===== config.mk =====
export PLATFORM = sky130hd
export DESIGN_NAME = if_fetch_ctrl
export DESIGN_NICKNAME = d
export VERILOG_FILES = /design/src/rtl/if_fetch_ctrl.sv
export SDC_FILE = /design/constraint.sdc
export NUM_CORES = 1
export LEC_CHECK = 0
export ABC_CLOCK_PERIOD_IN_PS = 5900
export CAP_MARGIN = 20
export CORE_MARGIN = 1
export CORE_UTILIZATION = 36
export DETAILED_ROUTE_END_ITERATION = 10
export PLACE_DENSITY = 0.66
export SLEW_MARGIN = 20
export SYNTH_ARGS = -nofsm -noshare
export SYNTH_HDL_FRONTEND = slang
export SYNTH_SLANG_ARGS = --single-unit

===== constraint.sdc =====
create_clock -name clk -period 5.9 [get_ports clk]
set_input_delay 1.18 -clock clk [delete_from_list [all_inputs] [get_ports clk]]
set_output_delay 1.18 -clock clk [all_outputs]
set_load 0.02 [all_outputs]

===== src/rtl/if_fetch_ctrl.sv =====
// Instruction fetch sequencer for a variable-latency imem: one outstanding request,
// holds the returned instruction for IF/ID, and squashes fetches on EX redirects.
module if_fetch_ctrl #(
  parameter logic [31:0] RESET_PC  = 32'h0000_0000,
  parameter logic [31:0] NOP_INSTR = 32'h0000_0013
) (
  input  logic        clk,
  input  logic        rst,
  input  logic        redirect_valid,
  input  logic [31:0] redirect_pc,
  input  logic        pred_taken,
  input  logic [31:0] pred_target,
  input  logic        id_ready,
  input  logic        imem_req_ready,
  input  logic        imem_resp_valid,
  input  logic [31:0] imem_resp_data,
  input  logic        imem_resp_err,
  output logic        imem_req_valid,
  output logic [31:0] imem_req_addr,
  output logic [31:0] pc_if,
  output logic [31:0] instr_if,
  output logic        instr_valid,
  output logic        fetch_fault,
  output logic        busy
);

  typedef enum logic [2:0] {
    S_IDLE,
    S_REQ,
    S_WAIT,
    S_HOLD,
    S_DROP
  } state_t;

  state_t      state_q, state_d;
  logic [31:0] pc_q, pc_d;
  logic [31:0] pend_pc_q, pend_pc_d;
  logic        redir_pend_q, redir_pend_d;
  logic [31:0] instr_q, instr_d;
  logic        fault_d;
  logic        fetch_fault_q, fetch_fault_d;
  logic        req_valid_q, req_valid_d;
  logic        instr_valid_q, instr_valid_d;
  logic        busy_q, busy_d;
  logic [31:0] redir_tgt;

  assign redir_tgt = redirect_pc & ~32'h0000_0003;

  always_comb begin
    state_d      = state_q;
    pc_d         = pc_q;
    pend_pc_d    = pend_pc_q;
    redir_pend_d = redir_pend_q;
    instr_d      = instr_q;
    fault_d      = fetch_fault_q;

    case (state_q)
      S_IDLE: begin
        state_d = S_REQ;
        if (redirect_valid) pc_d = redir_tgt;
      end

      // The request address must not move before the handshake, so a redirect
      // seen here is parked in pend_pc and the eventual response is dropped.
      S_REQ: begin
        if (imem_req_ready) begin
          if (redirect_valid) begin
            pend_pc_d    = redir_tgt;
            redir_pend_d = 1'b1;
            state_d      = S_DROP;
          end else if (redir_pend_q) begin
            state_d = S_DROP;
          end else begin
            state_d = S_WAIT;
          end
        end else if (redirect_valid) begin
          pend_pc_d    = redir_tgt;
          redir_pend_d = 1'b1;
        end
      end

      S_WAIT: begin
        if (imem_resp_valid) begin
          if (redirect_valid) begin
            pc_d    = redir_tgt;
            state_d = S_REQ;
          end else begin
            instr_d = imem_resp_err ? NOP_INSTR : imem_resp_data;
            fault_d = imem_resp_err;
            state_d = S_HOLD;
          end
        end else if (redirect_valid) begin
          pend_pc_d    = redir_tgt;
          redir_pend_d = 1'b1;
          state_d      = S_DROP;
        end
      end

      S_DROP: begin
        if (imem_resp_valid) begin
          pc_d         = redirect_valid ? redir_tgt : pend_pc_q;
          redir_pend_d = 1'b0;
          state_d      = S_REQ;
        end else if (redirect_valid) begin
          pend_pc_d = redir_tgt;
        end
      end

      // A redirect squashes the held instruction even if IF/ID is ready.
      S_HOLD: begin
        if (redirect_valid) begin
          pc_d    = redir_tgt;
          state_d = S_REQ;
        end else if (id_ready) begin
          pc_d    = pred_taken ? pred_target : pc_q + 32'd4;
          state_d = S_REQ;
        end
      end

      default: state_d = S_IDLE;
    endcase

    req_valid_d   = (state_d == S_REQ);
    instr_valid_d = (state_d == S_HOLD);
    busy_d        = (state_d == S_WAIT) || (state_d == S_DROP);
    fetch_fault_d = (state_d == S_HOLD) && fault_d;
  end

  always_ff @(posedge clk or negedge rst) begin
    if (!rst) begin
      state_q       <= S_IDLE;
      pc_q          <= RESET_PC;
      pend_pc_q     <= 32'h0;
      redir_pend_q  <= 1'b0;
      instr_q       <= 32'h0;
      fetch_fault_q <= 1'b0;
      req_valid_q   <= 1'b0;
      instr_valid_q <= 1'b0;
      busy_q        <= 1'b0;
    end else begin
      state_q       <= state_d;
      pc_q          <= pc_d;
      pend_pc_q     <= pend_pc_d;
      redir_pend_q  <= redir_pend_d;
      instr_q       <= instr_d;
      fetch_fault_q <= fetch_fault_d;
      req_valid_q   <= req_valid_d;
      instr_valid_q <= instr_valid_d;
      busy_q        <= busy_d;
    end
  end

  assign imem_req_valid = req_valid_q;
  assign imem_req_addr  = pc_q;
  assign pc_if          = pc_q;
  assign instr_if       = instr_q;
  assign instr_valid    = instr_valid_q;
  assign fetch_fault    = fetch_fault_q;
  assign busy           = busy_q;

endmodule


==> results of run 1 <==
[where the power goes]
part,internal [mW],switching [mW],total [mW],leakage (nW)
Sequential,1.03,0.358,1.39,1.29
Clock,0.375,0.281,0.656,0.153
Combinational,1.01,1.08,2.09,1.80
[placed cells by master (no fill, tap or decap), types with 8 or more instances in the layout]
cell | Yosys | layout
a21oi_1 | 17 | 17
inv_1 | 11 | 11
dfrtp_1 | 104 | 104
a31oi_1 | 17 | 17
nand3_1 | 9 | 9
clkbuf_16 | 0 | 9
nand2_1 | 79 | 79
a22oi_1 | 17 | 17
nor3_1 | 10 | 10
clkdlybuf4s50_1 | 0 | 200
o22a_1 | 8 | 8
nand2b_1 | 33 | 33
o221ai_1 | 12 | 12
nand4_1 | 8 | 8
buf_4 | 33 | 11
mux2_2 | 30 | 30
o21ai_0 | 46 | 46
mux2i_1 | 8 | 8
nor2_1 | 34 | 34
[routing by layer]
layer	up-vias	wire length (um)	track usage, %
li1	2617	-	-
met4	2	301	6.783
met5	-	11	0
met2	265	8752	35.36
met1	2742	7898	26.60
met3	29	1770	8.333
[worst min-delay path by stage]
stage | start | to | slack (ns) | cells past startpoint
6_report | instr_if[3] | instr_if[3] | 0.48 | 2
3_5_place_dp | instr_if[3] | instr_if[3] | 0.47 | 2
4_1_cts | instr_if[3] | instr_if[3] | 0.49 | 2
3_3_place_gp | instr_if[17] | instr_if[17] | 0.46 | 2
5_1_grt | pend_pc_q[1] | pend_pc_q[1] | 0.50 | 1
2_1_floorplan | pend_pc_q[0] | pend_pc_q[0] | 0.45 | 1
[registers in the layout, summed over array words and instances (netlist names)]
register and count:
redir_pend_q 1, imem_req_addr 32, pend_pc_q 32, busy 1, imem_req_valid 1, state_q 3
instr_valid 1, instr_if 32, fetch_fault 1
[through the flow]
step / hold WS, ns / instance area (um^2) / utilization (%)
finish: 0.4788 / 8283 / 50.12
global route: 0.5025 / 8280 / 50.11
CTS: 0.4853 / 8280 / 50.11
detailed placement: 0.4690 / 7961 / 48.18
global placement: 0.4613 / 7961 / 48.18
floorplan: 0.4539 / 6051 / -
[layout make-up]
cell class | instances | area share, %
Clock inverter | 6 | 1.088
Antenna cell | 1 | 0.03021
Multi-Input combinational cell | 447 | 35.66
Inverter | 12 | 0.5438
Clock buffer | 10 | 2.764
Sequential cell | 104 | 31.42
Tap cell | 220 | 3.323
Timing Repair Buffer | 211 | 25.17
[tightest hold or removal path, cell delays in order, from the launching register on]
cell and delay (ns):
dfrtp_1 0.34, nand2_1 0.05, o21ai_0 0.06
[kinds of logic after synthesis]
family,after synthesis,synth area share (%)
AND/OR/NAND/NOR,216,18.71
AO/OA/AOI/OAI,186,21.96
flip-flops,104,43.01
buffers and inverters,91,8.333
multiplexers,38,6.907
XOR/XNOR,6,0.8685
adder cells (fa/ha/maj),1,0.2067
==> results.toml, run 1 <==
[status]
status = "complete, no violations"

[cells_and_area]
final_cells = 1011
drive_gt1_share_pct = 9.367
fill_cells = 1542
multi_input_area_mm2 = 0.002954
syn2layout_area_growth_pct = 36.89
fin_nets = 890
regArea_mm2 = 0.002603

[min_path]
min_path_type = "reg2reg"

[synthesis]
syn_nets = 747
netlist_top_cells_count = "dfrtp_1, nand2_1, o21ai_0, nor2_1"
synth_warnings = 0
syn-cell-area_mm2 = 0.006051
synth_flop_cell = "dfrtp_1"
syn_avg_cell_area_um2 = 9.425
ys_types = 70
synth.yosys.seq_area_share_pct = 43.01
synth_most_common_cell = "dfrtp_1"
ys_ff_latch = 104
postSynth.asyncResetShare_pct = 100.0
syn-instance-count = 642
synth_area_leaders = "dfrtp_1, mux2_2, nand2_1"
yosysTopAreaCell = "dfrtp_1"
synth.top_cell.area_share_pct = 43.01
synth_edf_count = 0

[die]
core-area_mm2 = 0.01652
fp.dieW_um = 131.6
num_rows = 47
die_height_um = 131.6
start_util_pct = 36.62
ios = 204
dieArea_mm2 = 0.01733

[timing]
grt_setup_unrepaired = "false"
final_hold_viol_count = 0
final_max_slew_viol_count = 0
period_share_pct = 61.76
max_slew_margin_pct = 26.96
finClkSkew_ns = 0.01507
timing.fmax_mhz = 274.5
finalSetupTns_ns = 0
worst_pin_slew_ns = 1.096
setup_violations = 0
fin_ws_ns = 2.256
min_period_ns = 3.644

[placed_design]
dp_cells = 994
io_buffers = 201
dp.final_hpwl_mm = 12.85
gp_congestion = 0.8710
dp_slack_ns = 1.888

[critical_path]
reg2reg_depth = 5
cp-start-kind = "input pin"
r2r_setup_slack_ns = 2.81
worstPathMaxFanout = 36
crit_cells = 7
worstReg2RegStart = "state_q[1]"
crit_required_ns = 6.17
crit_start = "redirect_valid"
crit_arrival_ns = 3.91
r2r-end = "imem_req_addr[23]"
worstSetupEndpointType = "register"
cp-endpoint = "imem_req_addr[17]"
crit_chain = "clkdlybuf4s50_1 -> buf_4 -> inv_2 -> o32a_1 -> o21ai_4 -> nand2_1 -> o31ai_1"
crit_type = "in2reg"
path_buf_inv = 3
cpPeakStageDelay_ns = 0.82
crit_slowest_cell = "o21ai_4"
crit_family = "compound AO/OA/AOI/OAI gates"

[cts]
cts_buffers = 9
clk_pin_slew_worst_paths_ns = 0.08
cts_sinks = 104
root_buffer = "clkbuf_16"
insertion_delay_ns = 0.36
tritoncts = "yes"
cts_hold_buf = 0
postCtsSetupBuffers = 0
cts_resized = 0
cts_buffer_depth = 2
htree_levels = 3

[power_and_ir_drop]
finalPower_mw = 4.131
peakVddDrop_uv = 241.7
pwr_density_cell_mw_per_mm2 = 498.7
total_leakage_power_nw = 3.238

[drt]
drc = 0
routed_wl_mm = 18.73
ant_nets = 0
routed-via-count = 5655
drt-pass1-iter-count = 7
via_per_inst = 5.593
wl_per_cell_um = 18.53
drt_iter0_drc = 365

[grt]
grt_pass1_vias = 5504
antenna_found_initial = 2
grt_use_total_pct = 21.79
gr-total-overflow = 0
grt_max_degree = 68
grt_first_pass_wirelength_mm = 29.53

[job]
drv_cap = 0
Power figures use the tool's default switching activity.
==> run 2, diff against run 1 <==
Settings changed: ABC_CLOCK_PERIOD_IN_PS 5900 to 3620.
Clock period 5.9 ns to 3.62 ns, I/O delays scaled along.
==> run 2 against run 1 <==
- sequential power rose by 63%
- flip-flop and latch count stayed put
- critical path depth up 1
- register-to-register slack got worse by 1.8 ns
- non-clock buffer count rose by 8
- via count is 0.94% higher
- clock power increased by 69%
- global-route usage about the same
- first-iteration DRC count is 5.5% higher
- critical endpoint is now imem_req_addr[2]
- critical path type unchanged
- total power grew 65%
- clock skew fell by 0.0010 ns
- combinational power rose by 64%
==> results.toml, run 2 (synthesis results as in run 1) <==
[timing]
finalSetupTns_ns = 0
final_hold_viol_count = 0
hold_ws_ns = 0.4095
period_share_pct = 74.93
setup_violations = 0
timing.fmax_mhz = 368.7
worst_pin_slew_ns = 0.8677
finClkSkew_ns = 0.01407
grt_setup_unrepaired = "false"
max_slew_margin_pct = 42.09
final_max_slew_viol_count = 0
min_period_ns = 2.712

[placed_design]
dp.final_hpwl_mm = 12.90
io_buffers = 201
dpl_cell_area_mm2 = 0.008021
gp_congestion = 0.8714

[grt]
antenna_found_initial = 1
grt_max_degree = 86
grt_first_pass_wirelength_mm = 30.03
grt_use_total_pct = 21.76
gr-total-overflow = 0
grt_pass1_vias = 5696

[cts]
root_buffer = "clkbuf_16"
cts_resized = 0
cts_sinks = 104
clk_pin_slew_worst_paths_ns = 0.07
insertion_delay_ns = 0.35
htree_levels = 3
postCtsSetupBuffers = 0
cts_buffers = 9
cts_buffer_depth = 2
cts_hold_buf = 0
tritoncts = "yes"

[cells_and_area]
stdcell_area_mm2 = 0.008363
drive_gt1_share_pct = 10.40
final_util_pct = 50.61
fin_nets = 898
layout_common_cells = "clkdlybuf4s50_1, dfrtp_1, nand2_1"
syn2layout_area_growth_pct = 38.21
insertedDiodeCount = 0
final_common_cell = "clkdlybuf4s50_1"

[critical_path]
crit_arrival_ns = 3.01
cp-start-kind = "input pin"
worstSetupEndpointType = "register"
r2r-end = "imem_req_addr[22]"
reg2reg_depth = 6
worstPathMaxFanout = 17
crit_type = "in2reg"
worstReg2RegStart = "state_q[2]"
crit_required_ns = 3.92
r2r_setup_slack_ns = 1.04

[power_and_ir_drop]
peakVddDrop_uv = 390.5
pwr_density_cell_mw_per_mm2 = 813.7
total_leakage_power_nw = 3.289

[drt]
drt_iter0_drc = 385
routed-via-count = 5708
routed_wl_mm = 18.60
wl_per_cell_um = 18.27
ant_nets = 0
drt-pass1-iter-count = 5
drc = 0
via_per_inst = 5.607

[die]
die_height_um = 131.6
dieArea_mm2 = 0.01733
fp.dieW_um = 131.6
num_rows = 47
ios = 204
core-area_mm2 = 0.01652
start_util_pct = 36.62

[min_path]
min_path_type = "in2async"

[status]
status = "complete, no violations"

[job]
drv_cap = 0
[run 2: where the power goes]
| part | internal (mW) | total [mW] | switching, mW | leakage [nW] |
|---|---|---|---|---|
| clock network | 0.650 | 1.11 | 0.461 | 0.163 |
| logic | 1.67 | 3.43 | 1.77 | 1.84 |
| registers | 1.68 | 2.26 | 0.581 | 1.29 |
| total | 4.00 | 6.80 | 2.81 | 3.29 |
[run 2: cell type report]
cell class | count | area [um^2]
clock buffers | 11 | 252.7
clock inverters | 5 | 85.08
fillers | 1503 | 8162
inverters | 12 | 45.04
multi-input cells | 447 | 2954
flip-flops and latches | 104 | 2603
well taps | 220 | 275.3
repair buffers | 219 | 2148
[run 2: through the flow]
stage	setup slack (ns)	instances	power (mW)
6_report	0.9076	1018	6.805
5_1_grt	0.7931	1018	7.184
4_1_cts	0.9501	1018	6.824
3_5_place_dp	0.6048	1002	5.693
3_3_place_gp	0.6655	1002	5.607
2_1_floorplan	1.557	642	4.366
[run 2: worst max-delay path by stage]
| stage | end | startpoint | cells past startpoint | slack [ns] |
|---|---|---|---|---|
| final | imem_req_addr[2] | redirect_valid | 8 | 0.91 |
| after global routing | imem_req_addr[2] | redirect_valid | 8 | 0.79 |
| after detailed placement | imem_req_addr[2] | redirect_valid | 8 | 0.60 |
| after floorplan | imem_req_addr[12] | redirect_valid | 6 | 1.56 |
| after CTS | imem_req_addr[2] | redirect_valid | 8 | 0.95 |
| after global placement | imem_req_addr[17] | redirect_valid | 8 | 0.67 |
[run 2: worst max-delay path, stage by stage]
cell and delay [ns]:
clkdlybuf4s50_1 0.70, buf_4 0.31, nor4bb_2 0.08, nor2_1 0.53, buf_4 0.31, nand2_1 0.09, o211ai_1 0.10, o21a_1 0.15
[run 2: routing by layer]
layer  up-vias  share of wire (%)  routed length, um  track usage, %
li1       2634                  -                  -               -
met1      2774                 43               8055           27.68
met2       266                 46               8574           34.54
met3        34                8.5               1578           6.983
met4         0                2.1                388           7.752
met5         -                  0                  0               0
==> run 3, diff against run 2 <==
Settings changed: ABC_CLOCK_PERIOD_IN_PS 3620 to 2740.
Clock period 3.62 ns to 2.74 ns, I/O delays scaled along.
==> run 3 against run 2 <==
- total power grew 31%
- critical path depth decreased by 2
- routed wire length is 0.81% higher
- sequential share of layout area down 0.26 points
- highest routed layer unchanged
- largest cell class unchanged
- largest power group unchanged
==> results.toml, run 3 (synthesis results as in run 1) <==
[critical_path]
crit_start = "redirect_valid"
cp-start-kind = "input pin"
r2r_setup_slack_ns = 0.40
worstPathMaxFanout = 17
worstReg2RegStart = "state_q[0]"
crit_type = "in2reg"
crit_arrival_ns = 2.68
cp-endpoint = "imem_req_addr[23]"
r2r-end = "imem_req_addr[23]"
worstSetupEndpointType = "register"
crit_required_ns = 2.99
reg2reg_depth = 5

[power_and_ir_drop]
pwr_density_cell_mw_per_mm2 = 1055
clkPwrFrac_pct = 14.1
peakVddDrop_uv = 445.0
total_leakage_power_nw = 3.316
p_int_mw = 5.149
pwr-share-seq_pct = 33.3
swShare_pct = 42.11
p_sw_mw = 3.746
finalPower_mw = 8.895
combPwrFrac_pct = 52.5

[cts]
cts_buffer_depth = 2
insertion_delay_ns = 0.36
htree_levels = 3
clk_pin_slew_worst_paths_ns = 0.08
cts_hold_buf = 0
cts_buffers = 9
tritoncts = "yes"
postCtsSetupBuffers = 0
cts_sinks = 104
root_buffer = "clkbuf_16"
cts_resized = 0

[timing]
setup_violations = 0
finalSetupTns_ns = 0
fin_ws_ns = 0.3158
final_max_slew_viol_count = 0
final_hold_viol_count = 0
timing.fmax_mhz = 412.5
min_period_ns = 2.424
period_share_pct = 88.47
grt_setup_unrepaired = "false"
finClkSkew_ns = 0.01052
worst_pin_slew_ns = 0.9182
max_slew_margin_pct = 38.72

[drt]
wl_per_cell_um = 18.24
drt_iter0_drc = 413
drc = 0
ant_nets = 0
via_per_inst = 5.592
routed_wl_mm = 18.75
routed-via-count = 5749
drt-pass1-iter-count = 5

[placed_design]
io_buffers = 201
dp_slack_ns = -0.01266
gp_congestion = 0.8737
dp.final_hpwl_mm = 13.30

[cells_and_area]
fin_nets = 907
final_common_cell = "clkdlybuf4s50_1"
layout_common_cells = "clkdlybuf4s50_1, dfrtp_1, nand2_1"
drive_gt1_share_pct = 11.40
syn2layout_area_growth_pct = 39.39

[grt]
grt_use_total_pct = 22.21
antenna_found_initial = 1
grt_first_pass_wirelength_mm = 30.56
grt_max_degree = 105
grt_pass1_vias = 5789
gr-total-overflow = 0

[status]
status = "complete, no violations"

[die]
num_rows = 47
start_util_pct = 36.62
dieArea_mm2 = 0.01733
fp.dieW_um = 131.6
die_height_um = 131.6
core-area_mm2 = 0.01652
ios = 204

[min_path]
min_path_type = "in2async"

[job]
drv_cap = 0
==> run 3: cell types whose count changed in the layout (fill, tap and decap cells not counted), sizes merged <==
cell	before	now
buf	19	28
clkinvlp	1	4
bufinv	2	0
clkbuf	11	9
clkinv	0	1
diode	0	1
==> run 3: metal layers <==
metal	track usage (%)	vias up	wire length, um
met5	0	-	0
met4	7.558	0	378
met3	7.369	29	1970
met2	35.48	299	8752
met1	28.03	2766	7646
li1	-	2655	-
==> run 3: worst min path at each step <==
| stage | startpoint | to | slack, ns | cells past startpoint |
|---|---|---|---|---|
| 4_1_cts | rst | pend_pc_q[7] | 0.29 | 2 |
| 2_1_floorplan | rst | busy | 0.25 | 0 |
| 3_3_place_gp | instr_if[3] | instr_if[3] | 0.46 | 2 |
| 5_1_grt | rst | pend_pc_q[5] | 0.29 | 2 |
| 3_5_place_dp | instr_if[14] | instr_if[14] | 0.47 | 2 |
| 6_report | rst | pend_pc_q[5] | 0.25 | 2 |
==> run 3: critical path, cell delays in order <==
cell             delay (ns)
clkdlybuf4s50_1        0.67
nor4b_4                0.12
nor2_2                 0.73
a22o_1                 0.27
a2111oi_0              0.07
a211oi_1               0.26
==> run 3: power by group through the flow <==
stage | Combinational [mW] | Clock, mW | Sequential, mW
2_1_floorplan | 2.52 | 0 | 3.24
3_3_place_gp | 4.61 | 0 | 2.92
3_5_place_dp | 4.69 | 0 | 2.98
4_1_cts | 4.70 | 1.29 | 2.96
5_1_grt | 4.99 | 1.36 | 3.07
6_report | 4.67 | 1.26 | 2.96
==> run 3: stage by stage <==
| stage | cell area (um^2) | hold WS (ns) | cells | utilization [%] |
|---|---|---|---|---|
| after floorplan | 6051 | 0.2524 | 642 | - |
| after global placement | 8152 | 0.4610 | 1011 | 49.33 |
| after detailed placement | 8152 | 0.4690 | 1011 | 49.33 |
| after CTS | 8432 | 0.2853 | 1027 | 51.03 |
| after global routing | 8432 | 0.2910 | 1027 | 51.03 |
| final | 8434 | 0.2468 | 1028 | 51.04 |
==> run 3: area by class of cell <==
cell class                 instances  area (um^2)
fill                            1498         8090
multi-input combinational        447         2954
sequential                       104         2603
timing repair buffer             228         2275
tap                              220        275.3
clock buffer                       9        225.2
clock inverter                     7        55.05
inverter                          12        45.04
antenna                            1        2.502
